--- src/rtl/seg_scan_mux.sv ---
// Time-multiplexed 7-segment scanner: one shared segment bus, one-hot digit select,
// a blank guard before every digit slot and a per-frame strobe. Optional feature macro: LEADING_ZERO_BLANK_EN.
module seg_scan_mux #(
    parameter int unsigned NUM_DIGITS   = 4,
    parameter int unsigned SCAN_DIV     = 50000,
    parameter int unsigned BLANK_CYCLES = 16
) (
    input  logic                    clk,
    input  logic                    rst,
    input  logic                    enable,
    input  logic [8*NUM_DIGITS-1:0] digit_segs,
    output logic [7:0]              seg_out,
    output logic [NUM_DIGITS-1:0]   dig_sel,
    output logic                    frame_done
);

    localparam int CW = $clog2(SCAN_DIV);
    localparam int IW = (NUM_DIGITS > 2) ? $clog2(NUM_DIGITS) : 1;

    localparam logic [CW-1:0] CNT_LAST = CW'(SCAN_DIV - 1);
    localparam logic [CW-1:0] CNT_SNAP = CW'(BLANK_CYCLES);
    localparam logic [IW-1:0] IDX_LAST = IW'(NUM_DIGITS - 1);

    typedef enum logic {
        PH_BLANK,
        PH_SHOW
    } phase_t;

    logic [CW-1:0]         r_cnt;
    logic [IW-1:0]         r_idx;
    logic [7:0]            r_seg_out;
    logic [NUM_DIGITS-1:0] r_dig_sel;
    logic                  r_frame_done;

    logic [CW-1:0]         w_nxt_cnt;
    logic [IW-1:0]         w_nxt_idx;
    phase_t                w_nxt_phase;
    logic [NUM_DIGITS-1:0] w_onehot;
    logic                  w_suppress;
    logic [7:0]            w_digits [NUM_DIGITS];

    for (genvar g = 0; g < NUM_DIGITS; g++) begin : g_unpack
        assign w_digits[g] = digit_segs[8*g +: 8];
    end

`ifdef LEADING_ZERO_BLANK_EN
    localparam logic [7:0] ZERO_GLYPH = 8'b1111_1100;

    logic [NUM_DIGITS-1:0] w_is_zero;
    logic [NUM_DIGITS-1:0] w_lead_zero;

    // w_lead_zero[i]: digit i and every digit above it show the zero glyph
    for (genvar g = 0; g < NUM_DIGITS; g++) begin : g_lz
        assign w_is_zero[g]   = (w_digits[g] == ZERO_GLYPH);
        assign w_lead_zero[g] = &w_is_zero[NUM_DIGITS-1:g];
    end

    assign w_suppress = (w_nxt_idx != '0) && w_lead_zero[w_nxt_idx];
`else
    assign w_suppress = 1'b0;
`endif

    always_comb begin
        w_nxt_cnt = '0;
        w_nxt_idx = '0;
        if (enable) begin
            if (r_cnt == CNT_LAST) begin
                w_nxt_idx = (r_idx == IDX_LAST) ? '0 : r_idx + IW'(1);
            end else begin
                w_nxt_cnt = r_cnt + CW'(1);
                w_nxt_idx = r_idx;
            end
        end
    end

    assign w_nxt_phase = (w_nxt_cnt < CNT_SNAP) ? PH_BLANK : PH_SHOW;
    assign w_onehot    = NUM_DIGITS'(1) << w_nxt_idx;

    // NOTE: outputs are registered from the next-state values, so they line up
    // with (cnt, idx) in the same cycle instead of trailing it by one clock.
    always_ff @(posedge clk) begin
        if (rst) begin
            r_cnt        <= '0;
            r_idx        <= '0;
            r_seg_out    <= '0;
            r_dig_sel    <= '0;
            r_frame_done <= 1'b0;
        end else begin
            r_cnt        <= w_nxt_cnt;
            r_idx        <= w_nxt_idx;
            r_frame_done <= enable && (w_nxt_cnt == CNT_LAST) && (w_nxt_idx == IDX_LAST);
            if (!enable || w_nxt_phase == PH_BLANK) begin
                r_seg_out <= '0;
                r_dig_sel <= '0;
            end else if (w_nxt_cnt == CNT_SNAP) begin
                r_seg_out <= w_suppress ? '0 : w_digits[w_nxt_idx];
                r_dig_sel <= w_suppress ? '0 : w_onehot;
            end
            // otherwise hold the snapshot for the rest of the slot
        end
    end

    assign seg_out    = r_seg_out;
    assign dig_sel    = r_dig_sel;
    assign frame_done = r_frame_done;

endmodule
--- config.mk ---
export PLATFORM = sky130hd
export DESIGN_NAME = seg_scan_mux
export DESIGN_NICKNAME = d
export VERILOG_FILES = /design/src/rtl/seg_scan_mux.sv
export SDC_FILE = /design/constraint.sdc
export NUM_CORES = 1
export LEC_CHECK = 0
export CAP_MARGIN = 20
export CORE_MARGIN = 4
export CORE_UTILIZATION = 50
export CTS_CLUSTER_SIZE = 12
export DETAILED_ROUTE_END_ITERATION = 8
export GPL_TIMING_DRIVEN = 0
export PLACE_DENSITY = 0.84
export SETUP_SLACK_MARGIN = 0.1
export SYNTH_ARGS = -nofsm -noshare
export SYNTH_HDL_FRONTEND = slang
export SYNTH_SLANG_ARGS = --single-unit
--- constraint.sdc ---
create_clock -name clk -period 5.27 [get_ports clk]
set_clock_uncertainty 0.15 [all_clocks]
set_input_delay 1.3175 -clock clk [delete_from_list [all_inputs] [get_ports clk]]
set_output_delay 1.3175 -clock clk [all_outputs]
set_load 0.005 [all_outputs]
==> flow_metrics.py <==
metrics = {
    "status": {
        "status": "finished, final reports clean",
    },
    "yosys": {
        "synth_adder_area_share_pct": 2.08,
        "synthArstFlopShare_pct": 0,
        "synth-xor-area-share_pct": 7.28,
        "ys_seq_elements": 31,
        "synthesis.area_mm2": 0.00181,
        "synthFlopType": "dfxtp_1",
        "postSynthCellCount": 190,
        "synth_area_leaders": "dfxtp_1 (34%), mux2i_1 (14%), xnor2_1 (5.3%)",
        "yosys-mux-area-fraction_pct": 14.4,
        "synth_top_family_by_area": "simple AND/OR/NAND/NOR gates",
        "synth_top_area_share_pct": 34.4,
        "synth-simple-area-share_pct": 24.9,
        "synth-compound-area-share_pct": 9.98,
        "yosysWarnings": 0,
        "synth_nets": 228,
        "yosysTopAreaCell": "dfxtp_1",
        "syn-mean-instance-area_um2": 9.50,
        "yosysSeqAreaShare_pct": 34.4,
        "synth_edf_count": 0,
        "synth.distinct_cells": 46,
    },
    "clocking": {
        "ctsHoldBuffers": 0,
        "clock_latency_ns": 0.33,
        "cts_buffers": 5,
        "cts_resized": 0,
        "clkSinkCount": 31,
        "postCtsSetupBuffers": 0,
        "cts-root-buf": "clkbuf_4",
        "clockBufferDepth": 2,
        "cts.clk_slew.worst_paths_ns": 0.10,
        "cts_max_level": 2,
        "cts_tree": "built",
    },
    "detailed_routing": {
        "vias": 1549,
        "vias_per_cell": 5.32,
        "antenna_left": 0,
        "drt_first_iter_violations": 100,
        "firstDrtPassIters": 4,
        "wl_per_cell_um": 13.9,
        "drc_errors": 0,
        "wirelength_um": 4050,
    },
    "setup_path": {
        "crit_fanout": 10,
        "rr_startpoint": "r_cnt[0]$_SDFF_PP0_",
        "endpoint": "dig_sel[1]$_SDFFE_PP0P_",
        "worstPathArrival_ns": 3.25,
        "reg2regPathDepth": 8,
        "rr_endpoint": "seg_out[6]$_SDFFE_PP0P_",
        "startpoint": "enable",
        "start_kind": "input pin",
        "rrSetupSlack_ns": 2.49,
        "path_class": "in -> reg",
        "worstPathRequired_ns": 5.40,
        "end_kind": "flop",
    },
    "placement": {
        "portBuffers": 47,
        "dp_hpwl_um": 3170,
        "dpl_cell_area_mm2": 0.00233,
        "place.gp.congestion": 0.912,
    },
    "grt": {
        "grt_max_degree": 11,
        "grt_pass1_vias": 1475,
        "gr-usage-all-layers_pct": 18.7,
        "grt_pass1_wl_um": 6620,
        "overflow": 0,
        "grt_antenna_before_repair": 0,
    },
    "die": {
        "initial_utilization_pct": 52.9,
        "rows": 21,
        "die_w_um": 68.1,
        "dieArea_mm2": 0.00464,
        "io_pins": 48,
        "core-area_mm2": 0.00342,
        "die_y_um": 68.1,
    },
    "layout": {
        "num_antenna_cells": 0,
        "drive_above_1_share_pct": 12.7,
        "nets": 282,
        "multi_input_area_mm2": 0.00106,
        "fill_cells": 279,
        "post-route-util_pct": 69.9,
        "layout.area.seq_um2": 621,
        "syn_to_final_growth_pct": 32.2,
        "fin_area_mm2": 0.00239,
    },
    "sta": {
        "min_period_ns": 3.12,
        "fin_crit_sh_pct": 59.2,
        "fmax_mhz": 320,
        "setup_tns_ns": 0,
        "rsz0062_at_grt": "no",
        "maxSlewHeadroom_pct": 68.6,
        "tightestPinTransition_ns": 0.471,
        "slew_viol_final": 0,
        "setup_viol": 0,
        "whs_ns": 0.333,
        "hold_viol": 0,
    },
    "power": {
        "powerDensity_mw_per_mm2": 170,
        "p_leak_nw": 0.813,
        "irDropWorstVdd_uv": 105,
    },
    "job": {
        "drv_cap": 0,
    },
    "min_path": {
        "hp-class": "reg -> reg",
    },
}
-- where the power goes --
part / switching, W / internal (W) / total [W] / leakage (nW)
Combinational: 0.0000109 / 0.0000284 / 0.0000393 / 0.528
Clock: 0.0000811 / 0.0000495 / 0.000131 / 0.0347
Sequential: 0.00000166 / 0.000235 / 0.000236 / 0.250
-- registers in the layout, indices dropped and copies added (netlist names) --
| signal | cells |
|---|---|
| seg_out | 8 |
| dig_sel | 4 |
| frame_done | 1 |
| r_cnt | 16 |
| r_idx | 2 |
-- cells in the mapped netlist, types with 2 or more instances --
cell / instances
a22o_1: 8
a31oi_1: 3
a32o_1: 2
a32o_2: 2
and2_1: 2
and4_1: 2
and4_4: 2
buf_2: 6
buf_4: 4
buf_6: 3
dfxtp_1: 31
ha_1: 3
inv_1: 6
mux2i_1: 26
nand2_1: 6
nand3_1: 6
nand3b_1: 2
nand4_1: 3
nor2_1: 19
nor2b_1: 3
nor3_1: 4
nor3b_1: 2
nor4_1: 7
nor4b_1: 2
nor4bb_1: 2
xnor2_1: 11
xor2_1: 4
-- metrics by stage --
stage	setup slack [ns]	total power [W]	std cells
2_1_floorplan	2.47	0.000253	190
3_3_place_gp	1.83	0.000281	283
3_5_place_dp	1.82	0.000281	283
4_1_cts	2.16	0.000409	291
5_1_grt	2.06	0.000427	291
6_report	2.15	0.000406	291
-- routing by layer --
metal / routed length (um) / track usage, %
met1: 1890 / 25.1
met2: 1870 / 28.8
met3: 244 / 6.73
met4: 47 / 3.97
met5: 0 / 0
-- cell families (layout without fill, tap and decap cells) --
group / after synthesis / count (layout)
flip-flops: 31 / 31
XOR/XNOR: 15 / 15
AO/OA/AOI/OAI: 22 / 22
adder cells (fa/ha/maj): 3 / 3
multiplexers: 26 / 26
buffers and inverters: 21 / 76
AND/OR/NAND/NOR: 72 / 72
-- critical path: stages --
cell and delay [ns]:
clkdlybuf4s50_1 0.55, or3b_1 0.38, buf_6 0.15, nor4b_4 0.26, and4_4 0.28, buf_6 0.15
a32o_2 0.17
-- layout by cell type (no fill, tap or decap), types with 3 or more instances in the layout --
master / Yosys / routed
mux2i_1: 26 / 26
clkinv_2: 0 / 3
a22o_1: 8 / 8
nor4_1: 7 / 7
buf_6: 3 / 3
inv_1: 6 / 6
dfxtp_1: 31 / 31
nand3_1: 6 / 6
nor2_1: 19 / 19
nor2b_1: 3 / 3
buf_2: 6 / 6
a31oi_1: 3 / 3
buf_4: 4 / 4
clkbuf_4: 0 / 5
xnor2_1: 11 / 11
clkdlybuf4s50_1: 0 / 47
ha_1: 3 / 3
nand2_1: 6 / 6
xor2_1: 4 / 4
nor3_1: 4 / 4
nand4_1: 3 / 3
-- final cells by class --
type | instances | area share (%)
repair buffers | 47 | 19.7
well taps | 46 | 2.41
clock inverters | 3 | 0.629
plain buffers | 15 | 4.30
inverters | 6 | 0.944
flip-flops and latches | 31 | 26.0
clock buffers | 5 | 1.57
multi-input cells | 138 | 44.4
-- worst min path at each step --
stage	startpoint	to	slack [ns]	depth (start not counted)
2_1_floorplan	dig_sel[0]$_SDFFE_PP0P_	dig_sel[0]$_SDFFE_PP0P_	0.32	1
3_3_place_gp	dig_sel[3]$_SDFFE_PP0P_	dig_sel[3]$_SDFFE_PP0P_	0.30	1
3_5_place_dp	dig_sel[2]$_SDFFE_PP0P_	dig_sel[2]$_SDFFE_PP0P_	0.31	1
4_1_cts	dig_sel[2]$_SDFFE_PP0P_	dig_sel[2]$_SDFFE_PP0P_	0.34	1
5_1_grt	dig_sel[1]$_SDFFE_PP0P_	dig_sel[1]$_SDFFE_PP0P_	0.35	1
6_report	dig_sel[1]$_SDFFE_PP0P_	dig_sel[1]$_SDFFE_PP0P_	0.33	1
(Power assumes the default switching activity.)
==> variant 1, RTL diff (config.mk and constraints unchanged) <==
The option `LEADING_ZERO_BLANK_EN` is turned on by a define.
--- a/src/rtl/seg_scan_mux.sv
+++ b/src/rtl/seg_scan_mux.sv
@@ -1,5 +1,7 @@
 // Time-multiplexed 7-segment scanner: one shared segment bus, one-hot digit select,
 // a blank guard before every digit slot and a per-frame strobe. Optional feature macro: LEADING_ZERO_BLANK_EN.
+`define LEADING_ZERO_BLANK_EN
+
 module seg_scan_mux #(
     parameter int unsigned NUM_DIGITS   = 4,
     parameter int unsigned SCAN_DIV     = 50000,
Behaviour: no difference found for any inputs over 10 cycles, from zero or initial values and one cycle with rst high; that may be too few to reach the edited logic, so the function may still have changed.
==> variant 1 against the unedited design <==
Final area up 19%; wire length increased by 46%; synthesized area up 23%; setup slack worse by 370 ps; total power increased by 14%; clock power up 37%; sequential cell count is the same; count of clock-buffer cells in the layout rose by 1; critical path type unchanged; largest power group unchanged.
==> variant 1: results (changes against the unedited design) <==
** Clock tree
- The clock edge transition at the registers on the reported setup and hold paths came to 60 ps (-40 ps).
- The number of setup buffers added after CTS was 0 (unchanged).
- Latest clock arrival within the worst-skew pair :: 280 ps (-50 ps)
- CTS root buffer :: clkbuf_8

** Layout
- The total area of sequential cells is 621 sq um (unchanged).
- The sequential portion of the cell area is 0.218 (-0.0424).
- Clock buffer and inverter area fraction after layout :: 0.0299 (+0.00783)
- The count of multi-input gates is 206 (+49%).
- The non-clock inverter instance count of the final layout is 8 (+2).
- The number of clock buffers in the layout came to 6 (+1).
- Share of cell area taken by multi-input logic gates :: 0.513 (+0.0690)
- Layout filler cell count :: 372 (+33%)
- The total of plain and repair buffers excluding clock buffers came to 61 (-1.6%).
- The buffering overhead came to 0.206 (-0.0343).
- The ratio of cells with drive above 1 in the final layout came to 0.143 (+0.0168).
- Layout Nets :: 350 (+24%)

** Route
- Aggregate routed wire length :: 5.93 mm (+46%)
- DR pass1 iterations :: 4 (unchanged)
- Detailed-route wire length per cell :: 16.2 um (+16%)
- Met3 layer wire length in the routed design :: 414 um (+70%)
- DRT iter0 DRCs :: 140 (+40%)
- Total routed wire length on the met1 layer :: 2.53 mm (+34%)
- The number of vias in the routed layout came to 2200 (+42%).
- The met2 routed wirelength was 2.93 mm (+57%).

** Pwr
- Leakage Power :: 0.000920 uW (+13%)
- Total Power Consumption :: 462 uW (+14%)
- Internal power :: 356 uW (+14%)
- The worst supply voltage drop on vdd came to 0.000151 V (+44%).

** Global routing
- The initial antenna violation count was 0 (unchanged).
- Global Route met1 Usage :: 0.299 (+0.0476)
- The global routing met2 resource utilization was 0.376 (+0.0880).
- The met3 global-route usage came to 0.0360 (-0.0313).
- The via count of the first global-routing pass is 2101 (+42%).

** Placed design
- Worst setup timing slack at the placement stage :: 1520 ps (-302 ps)
- The number of instances in the placed design came to 358 (+27%).
- The post-detailed-placement half-perimeter wirelength was 4.75 mm (+50%).
- The post-detailed-placement cell area is 2770 sq um (+18%).

** Setup path
- Critical path fanouts, max :: 6 (-4)
- The cell family contributing the most delay on the critical path is compound AO/OA/AOI/OAI gates.
- Crit path DAT :: 3490 ps (+240 ps)
- For this design, the slowest cell found on the critical path is nor4_1.

** Status
- The run finished with clean final reports.

** Yosys
- Area contributors post-synth :: dfxtp_1 (28%), mux2i_1 (7.6%), nor2_1 (5.2%), xnor2_1 (3.1%), nand2_1 (2.9%)
- Syn Nets :: 296 (+30%)
- The mean cell area of the mapped netlist is 8.61 sq um (-9.4%).
- The sequential share of the synthesized area was 0.278 (-0.0654).
- The number of unique standard cell types used by synthesis came to 65 (+41%).
- Sorting the synthesized cells by how often they occur yields dfxtp_1 (31), nor2_1 (31), mux2i_1 (17), nand2_1 (17), nand3_1 (11).

** STA
- Relative slew margins :: 0.471 (-0.215)
- Endpoints failing setup :: 0 (unchanged)

** Die
- The die area is 5590 sq um (+21%).
variant 1: final timing paths:
| check | cells past startpoint | endpoint | slack (ps) | from |
|---|---|---|---|---|
| hold reg to reg | 2 | dig_sel[1] | 310 | dig_sel[1] |
| setup / recovery | 8 | seg_out[4] | 1780 | digit_segs[23] |
| setup reg to reg | 8 | dig_sel[0] | 2180 | r_cnt[0] |
| hold / removal | 2 | dig_sel[1] | 310 | dig_sel[1] |
variant 1: logic make-up (layout without fill, tap and decap cells):
| logic type | Yosys count | after routing | share of synthesized area |
|---|---|---|---|
| AOI/OAI and AO/OA | 55 | 55 | 0.213 |
| xor gates and xnor gates | 13 | 13 | 0.0511 |
| adders and majority gates | 2 | 2 | 0.0112 |
| buffers and inverters | 22 | 77 | 0.0656 |
| DFF | 31 | 31 | 0.278 |
| muxes | 17 | 17 | 0.0763 |
| and+or+nand+nor | 119 | 119 | 0.305 |
==> variant 2, RTL diff (config.mk and constraints unchanged) <==
Made on the original files. Register the output `seg_out` once more, with the module's reset; this adds one clock of latency there. The other outputs are not delayed to match.
--- a/src/rtl/seg_scan_mux.sv
+++ b/src/rtl/seg_scan_mux.sv
@@ -100,7 +100,13 @@
         end
     end
 
-    assign seg_out    = r_seg_out;
+    always_ff @(posedge clk) begin
+        if (rst) begin
+            seg_out <= '0;
+        end else begin
+            seg_out <= r_seg_out;
+        end
+    end
     assign dig_sel    = r_dig_sel;
     assign frame_done = r_frame_done;
 
Check against the original RTL: same outputs for any inputs over 10 cycles, from zero or initial values and one cycle with rst high; that may be too few to reach the edited logic, so the function may still have changed.
==> variant 2 against the unedited design <==
Total power rose by 46%; combinational power fell by 2%; wire length rose by 20%; synthesized area rose by 9.8%; final area rose by 10%; via count rose by 13%; utilization rose by 0.43 points; setup slack improved by 140 ps; sequential cell count rose by 8; critical path type unchanged; critical endpoint is now dig_sel[0]; highest routed layer unchanged.
==> variant 2: results (changes against the unedited design) <==
** Placed design
- GP Congestion :: 0.845 (-7.4%)
- Half-perimeter wire length after detailed placement :: 3.50 mm (+10%)
- The post-detailed-placement cell area is 2510 sq um (+7.7%).
- Worst setup timing slack at the placement stage :: 2040 ps (+223 ps)

** Status
- Run status :: finished clean

** Setup path
- The longest individual stage delay on the worst path was 520 ps (-30 ps).

** Route
- Met3 layer wire length in the routed design :: 202 um (-17%)
- The wire length reported by the detailed router came to 4.86 mm (+20%).
- The met1 layer wirelength in the final routing came to 2.23 mm (+18%).
- The met2 routed wirelength was 2.34 mm (+25%).
- The initial DRC count is 117 (+17%).

** Global routing
- The met3 global-route usage was 0.0469 (-0.0204).
- The global-route wire length before repair came to 8.06 mm (+22%).
- The pin count of the biggest net entering global routing is 13 (+2).
- The via count of the first global-routing pass came to 1687 (+14%).

** Pwr
- The power dissipated by switching net loads is 118 uW (+26%).
- Worst IR Drop VDD :: 0.000215 V (+100%)
- Power per standard cell area :: 225 nW/um^2 (+32%)
- Fraction of power consumed by combinational cells :: 0.065 (-0.032)
- Clock network fraction of total power :: 0.435 (+0.114)

** Clock tree
- The clock edge transition at the registers on the reported setup and hold paths came to 80 ps (-20 ps).
- Latest clock arrival within the worst-skew pair :: 300 ps (-30 ps)

** Yosys
- Yosys attributes the largest share of cell area to dfxtp_1 (39%), nand2_1 (6.2%), xnor2_1 (4.9%), a22o_1 (4.4%), a32oi_1 (3.5%).
- Synthesized area divided by synthesized cell count :: 9.22 sq um (-2.9%)
- The sequential share of the synthesized area is 0.394 (+0.0500).

** Layout
- Final std cells w/o fill :: 318 (+9.3%)
- The filler cell count in the final layout came to 304 (+9.0%).

** STA
- Relative slew margins :: 0.663 (-0.0234)
## variant 2: layout make-up
type	count	area (sq um)	area share
inverters	3	11.3	0.00428
clock inverters	2	35.0	0.0133
flip-flops and latches	39	781	0.297
clock buffers	6	82.6	0.0314
repair buffers	47	470	0.179
well taps	48	60.1	0.0228
multi-input cells	158	1070	0.408
plain buffers	15	118	0.0447
## variant 2: final timing paths
check | start | end | slack (ps) | depth (start not counted)
setup / recovery | enable | dig_sel[0] | 2290 | 6
hold / removal | r_seg_out[2] | seg_out[2] | 310 | 1
setup reg to reg | r_cnt[0] | r_seg_out[1] | 2610 | 9
hold reg to reg | r_seg_out[2] | seg_out[2] | 310 | 1
## variant 2: cell families after synthesis
| family | share of synthesized area |
|---|---|
| xor+xnor | 0.0751 |
| buf+inv | 0.0650 |
| mux | 0.0132 |
| simple gates | 0.273 |
| compound gates | 0.161 |
| fa+ha+maj | 0.0189 |
| flops | 0.394 |
